$ cat src/rtl/oled_pkg.sv
// Shared types and constants for the SSD1331 96x64 OLED sequencer.
// Pixel colour bytes are RRRGGGBB: red [7:5], green [4:2], blue [1:0].
package oled_pkg;

  typedef enum logic [2:0] {
    RST_LO,
    RST_HI,
    INIT,
    WIN,
    PIX,
    FRAME_END,
    IDLE
  } state_t;

  localparam int INIT_LEN = 37;
  localparam int WIN_LEN  = 6;

  localparam logic [7:0] CMD_SETCOL = 8'h15;
  localparam logic [7:0] CMD_SETROW = 8'h75;

  // Power-up command list; the leftmost byte is index 0.
  localparam logic [0:INIT_LEN-1][7:0] INIT_ROM = {
    8'hAE,
    8'hA0, 8'h22,
    8'hA1, 8'h00,
    8'hA2, 8'h00,
    8'hA4,
    8'hA8, 8'h3F,
    8'hAD, 8'h8E,
    8'hB0, 8'h0B,
    8'hB1, 8'h31,
    8'hB3, 8'hF0,
    8'h8A, 8'h64,
    8'h8B, 8'h78,
    8'h8C, 8'h64,
    8'hBB, 8'h3A,
    8'hBE, 8'h3E,
    8'h87, 8'h06,
    8'h81, 8'h91,
    8'h82, 8'h50,
    8'h83, 8'h7D,
    8'hAF
  };

  // Column/row window covering the whole panel, sent before every frame.
  function automatic logic [7:0] win_byte(input logic [2:0] idx, input int width,
                                          input int height);
    case (idx)
      3'd0:    win_byte = CMD_SETCOL;
      3'd1:    win_byte = 8'h00;
      3'd2:    win_byte = 8'(width - 1);
      3'd3:    win_byte = CMD_SETROW;
      3'd4:    win_byte = 8'h00;
      3'd5:    win_byte = 8'(height - 1);
      default: win_byte = 8'h00;
    endcase
  endfunction

endpackage

$ cat src/rtl/oled_init_rom.sv
// Init command lookup: index -> byte, 0x00 past the end of the list.
module oled_init_rom
  import oled_pkg::*;
(
  input  logic [5:0] idx,
  output logic [7:0] data
);

  always_comb begin
    // NOTE: assign a default first so every path drives data and no latch is inferred.
    data = 8'h00;
    if (idx < 6'(INIT_LEN)) data = INIT_ROM[idx];
  end

endmodule

$ cat src/rtl/oled_seq.sv
// SSD1331 sequencer: panel reset, init command stream, then per-frame
// window commands followed by WIDTH*HEIGHT pixel bytes over valid/ready.
module oled_seq
  import oled_pkg::*;
#(
  parameter int WIDTH        = 96,
  parameter int HEIGHT       = 64,
  parameter int RESET_CYCLES = 250000
) (
  input  logic       clk,
  input  logic       resetn,
  input  logic       enable,
  output logic       tx_valid,
  input  logic       tx_ready,
  output logic [7:0] tx_data,
  output logic       tx_dc,
  output logic       oled_resn,
  output logic [7:0] x,
  output logic [5:0] y,
  input  logic [7:0] color,
  output logic       init_done,
  output logic       frame_done
);

  localparam int              CW       = $clog2(RESET_CYCLES + 1);
  localparam logic [CW-1:0]   RST_LAST = CW'(RESET_CYCLES - 1);
  localparam logic [7:0]      X_LAST   = 8'(WIDTH - 1);
  localparam logic [5:0]      Y_LAST   = 6'(HEIGHT - 1);
  localparam logic [5:0]      ROM_END  = 6'(INIT_LEN);
  localparam logic [2:0]      WIN_END  = 3'(WIN_LEN);

  state_t        state;
  logic [CW-1:0] rst_cnt;
  logic [5:0]    rom_idx;
  logic [2:0]    win_idx;
  logic [7:0]    cmd_byte;
  logic [7:0]    rom_data;

  // rom_idx always points at the next byte to load.
  oled_init_rom u_init_rom (
    .idx  (rom_idx),
    .data (rom_data)
  );

  // Pixel bytes come straight from the colour input so the byte for the
  // freshly advanced x/y is ready in the cycle right after an accept.
  assign tx_data = (state == PIX) ? color : cmd_byte;

  // NOTE: sequential state uses non-blocking assignments so every register
  // samples pre-edge values regardless of statement order.
  always_ff @(posedge clk or negedge resetn) begin
    if (!resetn) begin
      state      <= RST_LO;
      rst_cnt    <= '0;
      rom_idx    <= '0;
      win_idx    <= '0;
      cmd_byte   <= '0;
      tx_valid   <= 1'b0;
      tx_dc      <= 1'b0;
      oled_resn  <= 1'b0;
      x          <= '0;
      y          <= '0;
      init_done  <= 1'b0;
      frame_done <= 1'b0;
    end else begin
      frame_done <= 1'b0;
      case (state)
        RST_LO: begin
          if (rst_cnt == RST_LAST) begin
            rst_cnt   <= '0;
            oled_resn <= 1'b1;
            state     <= RST_HI;
          end else begin
            rst_cnt <= rst_cnt + 1'b1;
          end
        end
        RST_HI: begin
          if (rst_cnt == RST_LAST) begin
            rst_cnt <= '0;
            state   <= INIT;
          end else begin
            rst_cnt <= rst_cnt + 1'b1;
          end
        end
        INIT: begin
          if (!tx_valid) begin
            cmd_byte <= rom_data;
            rom_idx  <= rom_idx + 6'd1;
            tx_dc    <= 1'b0;
            tx_valid <= 1'b1;
          end else if (tx_ready) begin
            if (rom_idx == ROM_END) begin
              tx_valid  <= 1'b0;
              rom_idx   <= '0;
              init_done <= 1'b1;
              state     <= enable ? WIN : IDLE;
            end else begin
              cmd_byte <= rom_data;
              rom_idx  <= rom_idx + 6'd1;
            end
          end
        end
        WIN: begin
          if (!tx_valid) begin
            cmd_byte <= win_byte(win_idx, WIDTH, HEIGHT);
            win_idx  <= win_idx + 3'd1;
            tx_dc    <= 1'b0;
            tx_valid <= 1'b1;
          end else if (tx_ready) begin
            if (win_idx == WIN_END) begin
              tx_valid <= 1'b0;
              win_idx  <= '0;
              x        <= '0;
              y        <= '0;
              state    <= PIX;
            end else begin
              cmd_byte <= win_byte(win_idx, WIDTH, HEIGHT);
              win_idx  <= win_idx + 3'd1;
            end
          end
        end
        PIX: begin
          if (!tx_valid) begin
            tx_dc    <= 1'b1;
            tx_valid <= 1'b1;
          end else if (tx_ready) begin
            if (x == X_LAST) begin
              x <= '0;
              if (y == Y_LAST) begin
                y          <= '0;
                tx_valid   <= 1'b0;
                tx_dc      <= 1'b0;
                frame_done <= 1'b1;
                state      <= FRAME_END;
              end else begin
                y <= y + 6'd1;
              end
            end else begin
              x <= x + 8'd1;
            end
          end
        end
        FRAME_END: state <= enable ? WIN : IDLE;
        IDLE:      if (enable) state <= WIN;
        default:   state <= RST_LO;
      endcase
    end
  end

endmodule

$ cat config.mk
export PLATFORM = sky130hd
export DESIGN_NAME = oled_seq
export DESIGN_NICKNAME = d
export VERILOG_FILES = /design/src/rtl/oled_pkg.sv /design/src/rtl/oled_init_rom.sv /design/src/rtl/oled_seq.sv
export SDC_FILE = /design/constraint.sdc
export NUM_CORES = 1
export LEC_CHECK = 0
export ABC_AREA = 1
export BUFFER_PORTS_ARGS = -buffer_cell sky130_fd_sc_hd__buf_2
export CAP_MARGIN = 20
export CORE_ASPECT_RATIO = 0.9
export CORE_MARGIN = 2
export CORE_UTILIZATION = 60
export DETAILED_ROUTE_END_ITERATION = 7
export PLACE_DENSITY = 0.83
export SYNTH_ARGS = -nofsm -noshare
export SYNTH_HDL_FRONTEND = slang
export SYNTH_HIERARCHICAL = 1
export SYNTH_SLANG_ARGS = --single-unit
$ cat constraint.sdc
create_clock -name clk -period 3.9 [get_ports clk]
set_clock_uncertainty 0.15 [all_clocks]
set_input_delay 0 -clock clk [delete_from_list [all_inputs] [get_ports clk]]
set_output_delay 0 -clock clk [all_outputs]
set_load 0.01 [all_outputs]
=== After elaboration in Yosys (flattened, before gate mapping) ===
Memories as Yosys holds them, arrays and structs flattened.
Cells that the tools add are included.
Widths: inputs -> output; s select.

* $add $sub $neg: 5
* $lt $le $gt $ge: 2
* Equality and inequality tests: 36
* Mux-type cells: 71
* Bitwise logic cells: 1
* Reduce and logical (&&, ||, !) cells: 17

{| class="wikitable"
|+ Operators with widths
! operator !! number
|-
| $mux 8 || 16
|-
| $mux 6 || 10
|-
| $mux 3 || 17
|-
| $pmux 8 s2 || 2
|-
| $pmux 7 s4 || 1
|-
| $ne 2x2->1 const B || 12
|-
| $pmux 3 s7 || 1
|-
| $mux 1 || 20
|-
| $add 18x1->18 const B || 1
|-
| $eq 18x18->1 const B || 1
|-
| $mux 18 || 1
|-
| $eq 3x3->1 const B || 5
|-
| $ne 3x3->1 const B || 5
|-
| $reduce_and 13->1 || 1
|-
| $add 6x1->6 const B || 2
|-
| $eq 3x2->1 const B || 4
|-
| $eq 6x6->1 const B || 2
|-
| $pmux 6 s2 || 1
|-
| $reduce_and 5->1 || 2
|-
| $add 8x1->8 const B || 1
|-
| $eq 8x7->1 const B || 1
|-
| $ge 7x7->1 const B || 1
|-
| $not 6->7 || 1
|-
| $reduce_and 7->1 || 1
|-
| 14 further kinds || 23
|}

* Flip-flop bits (word level): 57
* Bits in read-only memories: 512
* Input bits: 12
* Memories kept: 1

{| class="wikitable"
|+ Memory list
! memory !! depth !! bits a word !! rd ports !! clocked after Yosys merged registers in !! wr ports !! RTL line !! source
|-
| (name not given) || 64 || 8 || 1 || 0 || 0 || oled_init_rom.sv:12 || <nowiki>if (idx < 6'(INIT_LEN)) data = INIT_ROM[idx];</nowiki>
|}

=== Depth between registers and ports, before layout ===
Gate-level depths: netlist of the first run.

* Depth after elaboration: 9
* Gate-level depth with buffers: 12

=== Modules after synthesis ===
The synthesis of the first run kept the hierarchy.

{| class="wikitable"
|+ Modules (own cells, without submodules)
! module !! times used !! cells each !! area each (µm²)
|-
| oled_seq || 1 || 465 || 3444.6
|-
| oled_init_rom || 1 || 113 || 580.6
|}

=== Worst setup path before layout of the first run ===
Ideal clock, no wire load.

* Path type: reg2reg
* From: register rom_idx[0]
* To: register cmd_byte[5]
* Setup time: 124 ps
* Data arrival time: 1526 ps
* Path slack: 2100 ps
* Cell stages (with the launch flop): 9
* Buffers on the path: 0
* Path through: dfrtp_1 -> inv_1 -> ha_1 -> o21ai_1 -> o21ai_1 -> inv_1 -> nor2_1 -> o21ai_0 -> a21oi_2

* Cells in the longest elaborated chain, start to end: 9
* Elaborated cells on any way between the ends: 13
* Those cells by class: 1 x order compare; 2 x eq/ne; 7 x mux; 1 x bitwise; 1 x reduce/logical; 1 x memory

{| class="wikitable"
|+ Ends and longest elaborated chain
! what !! RTL line !! source
|-
| start, declared || oled_seq.sv:34 || <nowiki>logic [5:0] rom_idx;</nowiki>
|-
| start signal, assigned || oled_seq.sv:88 || <nowiki>rom_idx <= rom_idx + 6'd1;</nowiki>
|-
| start signal, assigned || oled_seq.sv:99 || <nowiki>rom_idx <= rom_idx + 6'd1;</nowiki>
|-
| $not 6->7 (implied by the code) || oled_init_rom.sv:12 ||
|-
| $mem_v2 64x8 || n/a ||
|-
| $mux 8 (implied by the code) (2 in series) || oled_init_rom.sv:12 ||
|-
| $mux 8 (*) || oled_init_rom.sv:12 ||
|-
| via rom_data[5] || oled_seq.sv:37 || <nowiki>logic [7:0] rom_data;</nowiki>
|-
| $mux 8 || oled_seq.sv:92 || <nowiki>if (rom_idx == ROM_END) begin</nowiki>
|-
| $mux 8 || oled_seq.sv:91 || <nowiki>end else if (tx_ready) begin</nowiki>
|-
| $mux 8 (*) || oled_seq.sv:86 || <nowiki>if (!tx_valid) begin</nowiki>
|-
| $pmux 8 s2 (*) || oled_seq.sv:67 || <nowiki>case (state)</nowiki>
|-
| end signal, assigned || oled_seq.sv:87 || <nowiki>cmd_byte <= rom_data;</nowiki>
|-
| end signal, assigned || oled_seq.sv:98 || <nowiki>cmd_byte <= rom_data;</nowiki>
|-
| end signal, assigned || oled_seq.sv:105 || <nowiki>cmd_byte <= win_byte(win_idx, WIDTH, HEIGHT);</nowiki>
|-
| end, declared || oled_seq.sv:36 || <nowiki>logic [7:0] cmd_byte;</nowiki>
|}

The timed path passes the listed nets; every way through them passes the cells marked *. The select of a mux whose other input is x is not followed.
A chain may end at the register's enable or synchronous reset.

=== Final worst setup path of the first run ===
* From: register state[0]
* To: register x[5]

* Cells in the longest elaborated chain, start to end: 3
* Elaborated cells on any way between the ends: 10
* Those cells by class: 7 x eq/ne; 1 x mux; 2 x reduce/logical

{| class="wikitable"
|+ Ends and longest elaborated chain
! what !! RTL line !! source
|-
| start, declared || oled_seq.sv:32 || <nowiki>state_t state;</nowiki>
|-
| start signal, assigned || oled_seq.sv:96 || <nowiki>state <= enable ? WIN : IDLE;</nowiki>
|-
| start signal, assigned || oled_seq.sv:143 || <nowiki>FRAME_END: state <= enable ? WIN : IDLE;</nowiki>
|-
| $eq 3x2->1 / $eq 3x3->1 (equally long branches) || oled_seq.sv:67 ||
|-
| $ne 2x2->1 (no source line) / $reduce_bool 2->1 (equally long branches) || n/a ||
|-
| $reduce_and 6->1 (no source line) || n/a ||
|-
| end signal, assigned || oled_seq.sv:139 || <nowiki>x <= x + 8'd1;</nowiki>
|-
| end, declared || oled_seq.sv:18 || <nowiki>output logic [7:0] x,</nowiki>
|}

Parallel ways exist; a longest one is shown, timed or not.

==> impl_results.md, run 1 <==
* Status: complete, no violations
* IO Port Bufs at 38
* Synth top area share at 0.354
* Detail Route Antenna Nets at 0
* Pint at 0.981 mW
* CP startpoint: state[0]
* Synthesized instance count at 578
* P&R area growth vs syn at 11.7%
* Final wirelength at 9700 µm
* Vias/cell at 5.48
* Yosys top cell by area: dfrtp_1
* Pin count of the biggest net entering global routing at 58
* Vias in the first global route at 3424
* Slew Limit Headroom at 0.518
* Post-Syn Area per Cell at 6.96 µm²
* Worst-margin pin slew at 0.723 ns
* Most common cell after layout, fill and taps aside: nand2_1
* Sequential area share after synthesis at 0.354
* Iteration-0 DRC Markers at 273
* Flops & latches, synth at 57
* H-tree depth at 3
* Initial antenna violation count at 0
* Via count at 3918
* WP data required at 4.03 ns
* VDD IR-drop max at 0.000222 V
* Synth warn at 6
* Yosys cell types at 36
* Skew-Pair Late Insertion Delay at 0.34 ns
* CTS tree: done
* Clock root cell: clkbuf_8
* Startpoint types: register
* CP endpoint: x[5]
* Full die area at 7380 µm²
* FF-to-FF End: x[5]
* Launching point of the worst reg2reg path: state[0]
* Syn nets at 607
* Netlist Area Pre-Place at 4030 µm²
* Row count at 28
* Die Width at 90.3 µm
* Sw Share at 0.220
* Sw Pwr at 0.277 mW
* Fin nets at 649
* Sequential Power Share at 0.472
* Die Y at 81.7 µm
* Leak at 2.37 nW
* FMAX at 450 MHz
* Max-Cap Viols at 0
* DPL Wire Length at 7050 µm
* Comb power frac at 0.025
* DR WL/cell at 13.6 µm
* Hold_ws at 0.123 ns
* Core area at 6550 µm²
* Placer Congestion at 0.911
* Hold buffer count at cts at 3
* First-pass GRT wire length at 16100 µm
* Ranking of synthesized cells by area: dfrtp_1 35%, nand2_1 15%, nand3_1 6.5%
* Detailed-route DRC error count at 0
* Layout cells sized above 1 at 0.147
* FF-to-FF path depth at 9
* Fin. Hold Viols at 0
* Setup Viol. Count Final at 0
* Grt ovf at 0
* Most frequent cells in the layout: 162 x nand2_1, 67 x nor2_1, 60 x inv_1, 57 x dfrtp_1, 52 x nand3_1
* Clock slew at reported path FFs at 0.07 ns
* WHS Path Cells at 4
* Min-delay worst type: input port to output port
* Power density over cell area at 280 nW/µm²
* Fin crit share at 0.569
* I/O pin cnt at 39
* Initial core utilization at 0.614
* # Post-CTS Setup Buffers at 0
* Maximum clock path buffer count at 2
* Total track usage at 0.271
* CTS sink cnt at 57
* R2R Setup Slk at 1.68 ns
* N_diodes at 0
* Setup TNS at 0 ns
* Critical path type: register to register
* CTS Buf Count at 9
* Clock Power Share at 0.503
* Final Max Slew Viols at 0
* CP Max Fanout at 17
* Final min period at 2.22 ns
* RSZ-0062 raised after global routing: false
* DRT Pass-1 Iters at 5
* Post_cts resized at 0
* Critical Path Sink Type: register
* Crit path arrival time at 2.35 ns
synthesized netlist by cell type, drive strengths merged:
cell type	count
nand2	169
nor2	79
inv	72
dfrtp	57
nand3	54
o21ai	42
a21oi	27
ha	17
nand4	13
buf	9
xor2	9
nor3	7
o21a	5
nor3b	3
o22ai	3
clkbuf	2
nand3b	2
o211ai	2
o21bai	2
or2	2
a21boi	1
a22oi	1
flip-flops by register name, summed over array words and instances (netlist names):
signal	flops
cmd_byte	8
x	8
tx_dc	1
init_done	1
state	3
rst_cnt	18
tx_valid	1
frame_done	1
win_idx	3
oled_resn	1
rom_idx	6
y	6
cell families (layout without fill, tap and decap cells):
family | Yosys count | after routing | synth area share
and+or+nand+nor | 329 | 329 | 0.367
adders and majority gates | 17 | 17 | 0.0528
AOI/OAI and AO/OA | 83 | 83 | 0.116
buffers and inverters | 83 | 130 | 0.0905
xor gates and xnor gates | 9 | 9 | 0.0196
DFF | 57 | 57 | 0.354
routing by layer:
layer | wire length, µm | global-route usage | up-vias
met5 | 0 | 0 | -
met4 | 110 | 0.0846 | 0
met3 | 608 | 0.0385 | 9
met2 | 4380 | 0.432 | 141
met1 | 4600 | 0.388 | 1822
li1 | - | - | 1946
cell type report:
class	instances	area, µm²
clock buffer	12	145
timing repair buffer	42	228
sequential	57	1430
clock inverter	4	76.3
multi-input combinational	438	2230
fill	543	2060
tap	90	113
inverter	72	273
worst min-delay path by stage:
stage	end	slack (ns)	start
final	tx_data[1]	0.12	color[1]
after floorplan	cmd_byte[0]	-0.45	resetn
after CTS	tx_data[1]	0.12	color[1]
after detailed placement	rom_idx[2]	0.05	resetn
after global placement	init_done	0.05	resetn
after global routing	tx_data[1]	0.14	color[1]
power by group through the flow:
stage	combinational, mW	clock, mW	sequential [mW]
after detailed placement	0.0302	0	0.604
after CTS	0.0326	0.637	0.593
final	0.0314	0.633	0.593
after floorplan	0.00898	0	0.604
after global routing	0.0369	0.661	0.593
after global placement	0.0297	0	0.604
per-stage QoR:
stage                     worst slack, ns  instance area (µm²)   util  cells  total power, mW
final                                1.68                 4500  0.686    715             1.26
after global routing                 1.41                 4500  0.686    715             1.29
after CTS                            1.73                 4500  0.686    715             1.26
after detailed placement             1.74                 4240  0.648    696            0.635
after global placement               1.84                 4240  0.648    696            0.634
after floorplan                      2.10                 4030      -    578            0.613
worst max-delay path, stage by stage, from the launching register on:
cell	delay, ns
dfrtp_1	0.48
nor2_2	0.17
nand2_2	0.22
inv_2	0.34
nand2_1	0.10
nand2_1	0.30
inv_1	0.13
o21ai_0	0.17
nand2_1	0.07
inv_1	0.05
No activity file was read; power rests on OpenSTA's default activity.
==> run 2: changes to the inputs <==
- ABC_AREA: 1 -> 0
- CORE_UTILIZATION: 60 -> 54
- PLACE_DENSITY: 0.83 -> 0.79
- clock period: 3.9 -> 1.9 ns (I/O delays scaled with it)
==> impl_results.md, run 2 <==
* Slew Limit Headroom at 0.600 (was 0.518)
* Die Y at 83.9 µm (was 81.7 µm)
* Startpoint types: register (unchanged)
* Final Max Slew Viols at 0 (unchanged)
* DR WL/cell at 17.1 µm (was 13.6 µm)
* Leak at 2.42 nW (was 2.37 nW)
* Violated checks: negative setup slack
* Top FF cell, synth: dfrtp_1 (unchanged)
* Slowest-stage cell, CP: dfrtp_1 (unchanged)
* Worst-margin pin slew at 0.600 ns (was 0.723 ns)
* Vias/cell at 6.04 (was 5.48)
* Post-route setup slack at -0.105 ns (was 1.68 ns)
* Synth warn at 6 (unchanged)
* FF-to-FF End: cmd_byte[6] (was x[5])
* Die Width at 92.8 µm (was 90.3 µm)
* Iteration-0 DRC Markers at 339 (was 273)
* Grt ovf at 0 (unchanged)
* Netlist Area Pre-Place at 3830 µm² (was 4030 µm²)
* Max-Cap Viols at 0 (unchanged)
* Critical path buffer and inverter count at 0 (was 3)
* Sequential area share after synthesis at 0.372 (was 0.354)
* VDD IR-drop max at 0.000617 V (was 0.000222 V)
* CP Cell Sequence: or3b_4 > a311o_1 > a22oi_4 > mux2_4 (was nor2_2 > nand2_2 > inv_2 > nand2_1 > nand2_1 > inv_1 > o21ai_0 > nand2_1 > inv_1)
* Clock slew at reported path FFs at 0.07 ns (about the same)
* P&R area growth vs syn at 35.7% (was 11.7%)
* Pin count of the biggest net entering global routing at 26 (was 58)
* DRT Pass-1 Iters at 6 (was 5)
* Maximum clock path buffer count at 2 (unchanged)
* Synth top area share at 0.372 (was 0.354)
* Pint at 4.74 mW (was 0.981 mW)
* CTS Buf Count at 9 (unchanged)
* Detail Route Antenna Nets at 0 (unchanged)
* Most common cell after layout, fill and taps aside: buf_4 (was nand2_1)
* Placed insts at 613 (was 696)
* Status: finished with violations (was complete, no violations)
* Final min period at 2.00 ns (was 2.22 ns)
* Post-place setup slack at -0.0745 ns (was 1.74 ns)
* Fin nets at 582 (was 649)
* Fin crit share at 1.06 (was 0.569)
* Post-synth EDFFs at 0 (unchanged)
* N_diodes at 0 (unchanged)
* Final cell utilization of the core at 0.746 (was 0.686)
* WP data required at 1.98 ns (was 4.03 ns)
* Setup TNS at -0.725 ns (was 0 ns)
* I/O pin cnt at 39 (unchanged)
* FMAX at 499 MHz (was 450 MHz)
* Full die area at 7790 µm² (was 7380 µm²)
* First-pass GRT wire length at 17000 µm (was 16100 µm)
* Critical Path Sink Type: register (unchanged)
* RSZ-0062 raised after global routing: true (was false)
* Layout cells sized above 1 at 0.360 (was 0.147)
* Sequential Power Share at 0.227 (was 0.472)
* Sw Pwr at 3.44 mW (was 0.277 mW)
* Non-Filler Instances at 651 (was 715)
* R2R Setup Slk at -0.10 ns (was 1.68 ns)
* CP startpoint: state[0] (unchanged)
* FF-to-FF path depth at 4 (was 9)
* Synthesized instance count at 441 (was 578)
* Yosys top cell by area: dfrtp_1 (unchanged)
* DPL Wire Length at 7100 µm (was 7050 µm)
* Hold_ws at 0.0600 ns (was 0.123 ns)
* Final wirelength at 11100 µm (was 9700 µm)
* Skew-Pair Late Insertion Delay at 0.34 ns (about the same)
* Critical path type: register to register (unchanged)
* Ranking of synthesized cells by area: dfrtp_1 37%, ha_1 5.6%, nand2_1 5.3% (was dfrtp_1 35%, nand2_1 15%, nand3_1 6.5%)
* Clock root cell: clkbuf_8 (unchanged)
* Power density over cell area at 1570 nW/µm² (was 280 nW/µm²)
* Top-count cell post-synth: dfrtp_1 (was nand2_1)
* Reg with most FFs: rst_cnt (unchanged)
* Vias in the first global route at 3623 (was 3424)
* FILL cells at 452 (was 543)
* IO Port Bufs at 38 (unchanged)
* CP endpoint: cmd_byte[6] (was x[5])
* Crit path arrival time at 2.08 ns (was 2.35 ns)
* Syn nets at 470 (was 607)
* Launching point of the worst reg2reg path: state[0] (unchanged)
* CP Depth at 4 (was 9)
* Regs by FF count: rst_cnt x18, cmd_byte x8, x x8 (unchanged)
* H-tree depth at 3 (unchanged)
* CTS tree: done (unchanged)
* Detailed-route DRC error count at 0 (unchanged)
* Post-Syn Area per Cell at 8.69 µm² (was 6.96 µm²)
* Placer Congestion at 0.980 (was 0.911)
* CP Max Fanout at 4 (was 17)
* Dpl cell area at 4510 µm² (was 4240 µm²)
* CTS sink cnt at 57 (unchanged)
* Initial antenna violation count at 0 (unchanged)
* Flops & latches, synth at 57 (unchanged)
* Clock Power Share at 0.161 (was 0.503)
* Core area at 6970 µm² (was 6550 µm²)
* Via count at 3931 (was 3918)
* Initial core utilization at 0.550 (was 0.614)
* Total power at 8.18 mW (was 1.26 mW)
* Min-delay worst type: input port to asynchronous set/reset pin (was input port to output port)
* Yosys cell types at 69 (was 36)
* Crit-path max cell delay at 0.43 ns (was 0.48 ns)
* Fin area at 5200 µm² (was 4500 µm²)
* CP top delay family: compound AO/OA/AOI/OAI gates (was simple AND/OR/NAND/NOR gates)
* Fin. Hold Viols at 0 (unchanged)
* Post-synth top cells: 57 x dfrtp_1, 54 x nand2_1, 35 x nor2_1 (was 162 x nand2_1, 67 x nor2_1, 60 x inv_1)
* Comb power frac at 0.613 (was 0.025)
* Asr flop ratio synth at 1.00 (unchanged)
* Max reg flops at 18 (unchanged)
* Total track usage at 0.267 (was 0.271)
* Most frequent cells in the layout: 63 x buf_4, 53 x dfrtp_1, 45 x nand2_1, 39 x buf_2, 32 x nor2_1 (was 162 x nand2_1, 67 x nor2_1, 60 x inv_1, 57 x dfrtp_1, 52 x nand3_1)
* Row count at 29 (was 28)
* Sw Share at 0.420 (was 0.220)
* Setup Viol. Count Final at 17 (was 0)
-- run 2: changes by cell type after synthesis, moves of 10 or more --
cell / delta
nor2_1: -32
nand3_1: -29
inv_2: -10
inv_1: -38
xnor2_1: +13
nand2b_1: +15
nand2_1: -108
-- run 2: power groups by stage --
stage               combinational [mW]  clock (mW)  sequential (mW)
floorplan                         2.60           0             1.85
global placement                  3.95           0             1.80
detailed placement                4.07           0             1.82
CTS                               4.26        1.32             1.81
global route                      5.42        1.37             1.89
finish                            5.01        1.31             1.85
-- run 2: kinds of logic after synthesis --
logic type               share of synthesized area
XOR/XNOR                                    0.0503
multiplexers                                0.0180
AND/OR/NAND/NOR                              0.250
buffers and inverters                       0.0539
flip-flops                                   0.372
adder cells (fa/ha/maj)                     0.0555
AO/OA/AOI/OAI                                0.200
-- run 2: cell type report --
cell class	count	area [µm²]	share of cell area
Clock buffer	11	151	0.0291
Tap cell	93	116	0.0224
Inverter	23	95.1	0.0183
Clock inverter	5	77.6	0.0149
Multi-Input combinational cell	342	2450	0.472
Sequential cell	57	1430	0.275
Timing Repair Buffer	120	876	0.168
-- run 2: what timing repair did --
item | in CTS | in global routing
resized for setup | 20 | 68
setup buffers | 1 | 17
endpoints found under the setup margin | 23 | 44
cloned | 0 | 2
pin swaps | 4 | 25
endpoints found under the hold margin | 27 | 0
hold buffers | 3 | 0
-- run 2: worst min path at each step --
stage	from	end	slack [ns]	depth (start not counted)
after CTS	resetn	rst_cnt[6]	0.06	2
after global routing	resetn	cmd_byte[5]	0.12	2
after detailed placement	resetn	cmd_byte[5]	-0.11	1
after global placement	resetn	cmd_byte[5]	-0.12	1
final	resetn	cmd_byte[5]	0.06	2
after floorplan	resetn	cmd_byte[0]	-0.45	0
-- run 2: routing by layer --
metal	vias to the layer above	track usage	wire length, µm
met5	-	0	0
met4	0	0.100	269
met3	33	0.0542	803
met2	204	0.424	5380
met1	1881	0.360	4690
li1	1813	-	-
==> run 3: changes to the inputs <==
- CORE_UTILIZATION: 54 -> 56
- CTS_BUF_LIST: unset -> sky130_fd_sc_hd__clkbuf_8
- HOLD_SLACK_MARGIN: unset -> 0.15
- PLACE_DENSITY: 0.79 -> 0.81
==> impl_results.md, run 3 (synthesis results as in run 2) <==
* Status: finished with violations (unchanged)
* Violated checks: negative setup slack (unchanged)
* Layout cells sized above 1 at 0.367 (was 0.360)
* FF-to-FF path depth at 9 (was 4)
* Startpoint types: register (unchanged)
* I/O pin cnt at 39 (unchanged)
* Clock root cell: clkbuf_8 (unchanged)
* Die Width at 91.2 µm (was 92.8 µm)
* Die Y at 82.5 µm (was 83.9 µm)
* Row count at 28 (was 29)
* R2R Setup Slk at -0.20 ns (was -0.10 ns)
* Min-delay worst type: input port to output port (was input port to asynchronous set/reset pin)
* DPL Wire Length at 7030 µm (was 7100 µm)
* Launching point of the worst reg2reg path: rom_idx[2] (was state[0])
* Crit-path max cell delay at 0.45 ns (was 0.43 ns)
* Pin count of the biggest net entering global routing at 28 (was 26)
* CP Cell Sequence: buf_12 > buf_8 > buf_4 > nor2b_1 > a21boi_0 > nor2_1 > nand2_1 > o31ai_1 > mux2_4 (was or3b_4 > a311o_1 > a22oi_4 > mux2_4)
* Placer Congestion at 0.927 (was 0.980)
* Grt ovf at 0 (unchanged)
* CP endpoint: cmd_byte[6] (unchanged)
* CP startpoint: rom_idx[2] (was state[0])
* CTS sink cnt at 57 (unchanged)
* Fin nets at 586 (was 582)
* Total track usage at 0.278 (was 0.267)
* Maximum clock path buffer count at 2 (unchanged)
* Most frequent cells in the layout: 62 x buf_4, 54 x dfrtp_1, 47 x nand2_1, 38 x buf_2, 33 x nor2_1 (was 63 x buf_4, 53 x dfrtp_1, 45 x nand2_1, 39 x buf_2, 32 x nor2_1)
* IO Port Bufs at 38 (unchanged)
* CTS tree: done (unchanged)
* Crit path arrival time at 2.23 ns (was 2.08 ns)
* Final wirelength at 13500 µm (was 11100 µm)
* CTS Buf Count at 9 (unchanged)
* Initial core utilization at 0.582 (was 0.550)
* Vias in the first global route at 3529 (was 3623)
* Iteration-0 DRC Markers at 598 (was 339)
* Most common cell after layout, fill and taps aside: buf_4 (unchanged)
* WP data required at 2.03 ns (was 1.98 ns)
* Detailed-route DRC error count at 0 (unchanged)
* Final Max Slew Viols at 0 (unchanged)
* Slew Limit Headroom at 0.685 (was 0.600)
* N_diodes at 0 (unchanged)
* Regs by FF count: rst_cnt x18, cmd_byte x8, x x8 (unchanged)
* Worst-margin pin slew at 0.471 ns (was 0.600 ns)
* Critical Path Sink Type: register (unchanged)
* Fin. Hold Viols at 0 (unchanged)
* Critical path type: register to register (unchanged)
* FF-to-FF End: cmd_byte[6] (unchanged)
* Detail Route Antenna Nets at 0 (unchanged)
* Non-Filler Instances at 651 (unchanged)
* Slowest-stage cell, CP: dfrtp_2 (was dfrtp_1)
* Initial antenna violation count at 0 (unchanged)
* DR WL/cell at 20.7 µm (was 17.1 µm)
* Power density over cell area at 1580 nW/µm² (was 1570 nW/µm²)
* VDD IR-drop max at 0.000748 V (was 0.000617 V)
* FILL cells at 348 (was 452)
* H-tree depth at 3 (unchanged)
* Leak at 2.42 nW (about the same)
* Full die area at 7520 µm² (was 7790 µm²)
* P&R area growth vs syn at 39.1% (was 35.7%)
* FMAX at 477 MHz (was 499 MHz)
* DRT Pass-1 Iters at 6 (unchanged)
* Hold path startpoint: color[7]
* Fin crit share at 1.10 (was 1.06)
* Vias/cell at 6.52 (was 6.04)
* First-pass GRT wire length at 16500 µm (was 17000 µm)
* Skew-Pair Late Insertion Delay at 0.35 ns (was 0.34 ns)
* Clock slew at reported path FFs at 0.07 ns (about the same)
* Setup Viol. Count Final at 26 (was 17)
* Max-Cap Viols at 0 (unchanged)
* Via count at 4243 (was 3931)
* Core area at 6590 µm² (was 6970 µm²)
* Reg with most FFs: rst_cnt (unchanged)
* Final min period at 2.10 ns (was 2.00 ns)
* CP Max Fanout at 7 (was 4)
* Post-route setup slack at -0.197 ns (was -0.105 ns)
* Placed insts at 602 (was 613)
* RSZ-0062 raised after global routing: true (unchanged)
* Max reg flops at 18 (unchanged)
* Total power at 8.45 mW (was 8.18 mW)
## run 3: cell count changes in the layout (fill, tap and decap cells not counted), moves of 3 or more
cell / previous run / this run
buf_6: 14 / 6
dlygate4sd3_1: 3 / 12
ha_1: 12 / 8
ha_4: 3 / 6
o21ai_1: 17 / 11
o21ai_2: 2 / 7
## run 3: per-layer routing
layer | vias to the layer above | wire, µm | track usage
met5 | - | 0 | 0
met4 | 0 | 757 | 0.0985
met3 | 110 | 1390 | 0.0635
met2 | 328 | 6430 | 0.483
met1 | 1991 | 4910 | 0.346
li1 | 1814 | - | -
## run 3: metrics by stage
step / setup TNS (ns) / hold slack, ns / setup slack, ns / util / cell area, µm²
global route: -4.64 / 0.174 / -0.303 / 0.809 / 5330
CTS: -0.000655 / 0.161 / -0.000655 / 0.733 / 4830
detailed placement: -0.498 / -0.136 / -0.0999 / 0.676 / 4460
global placement: -0.118 / -0.133 / -0.0555 / 0.676 / 4460
floorplan: -0.247 / -0.446 / -0.137 / - / 3860
finish: -1.93 / 0.152 / -0.197 / 0.809 / 5330
## run 3: timing repair
item	in CTS	in global routing
setup buffers	1	19
hold buffers	12	0
gates cloned	0	1
gates resized for setup	22	76
setup endpoints to repair	26	31
pin swaps	8	24
hold endpoints to repair	74	0
## run 3: critical path: cells and delay by family (launching register included)
kind	cells	cell delay, ns
and+or+nand+nor	3	0.49
DFF	1	0.45
buffers and inverters	3	0.41
AOI/OAI and AO/OA	2	0.28
muxes	1	0.23
## run 3: report_power, final
group	internal (mW)	switching (mW)	total [mW]
clock	0.590	0.529	1.12
combinational	2.47	2.98	5.45
sequential	1.53	0.338	1.87
total	4.59	3.85	8.45
## run 3: area by class of cell
| cell class | instances | area (µm²) | area share |
|---|---|---|---|
| sequential | 57 | 1430 | 0.268 |
| tap | 90 | 113 | 0.0211 |
| multi-input combinational | 342 | 2550 | 0.478 |
| clock buffer | 9 | 124 | 0.0232 |
| inverter | 23 | 95.1 | 0.0178 |
| timing repair buffer | 124 | 958 | 0.180 |
| clock inverter | 6 | 60.1 | 0.0113 |
## run 3: how the worst min path moves through the flow
stage,end,slack (ns),cells after the start
CTS,tx_data[7],0.16,4
floorplan,cmd_byte[0],-0.45,0
global placement,win_idx[2],-0.13,1
detailed placement,win_idx[2],-0.14,1
global route,tx_data[7],0.17,4
finish,tx_data[7],0.15,4
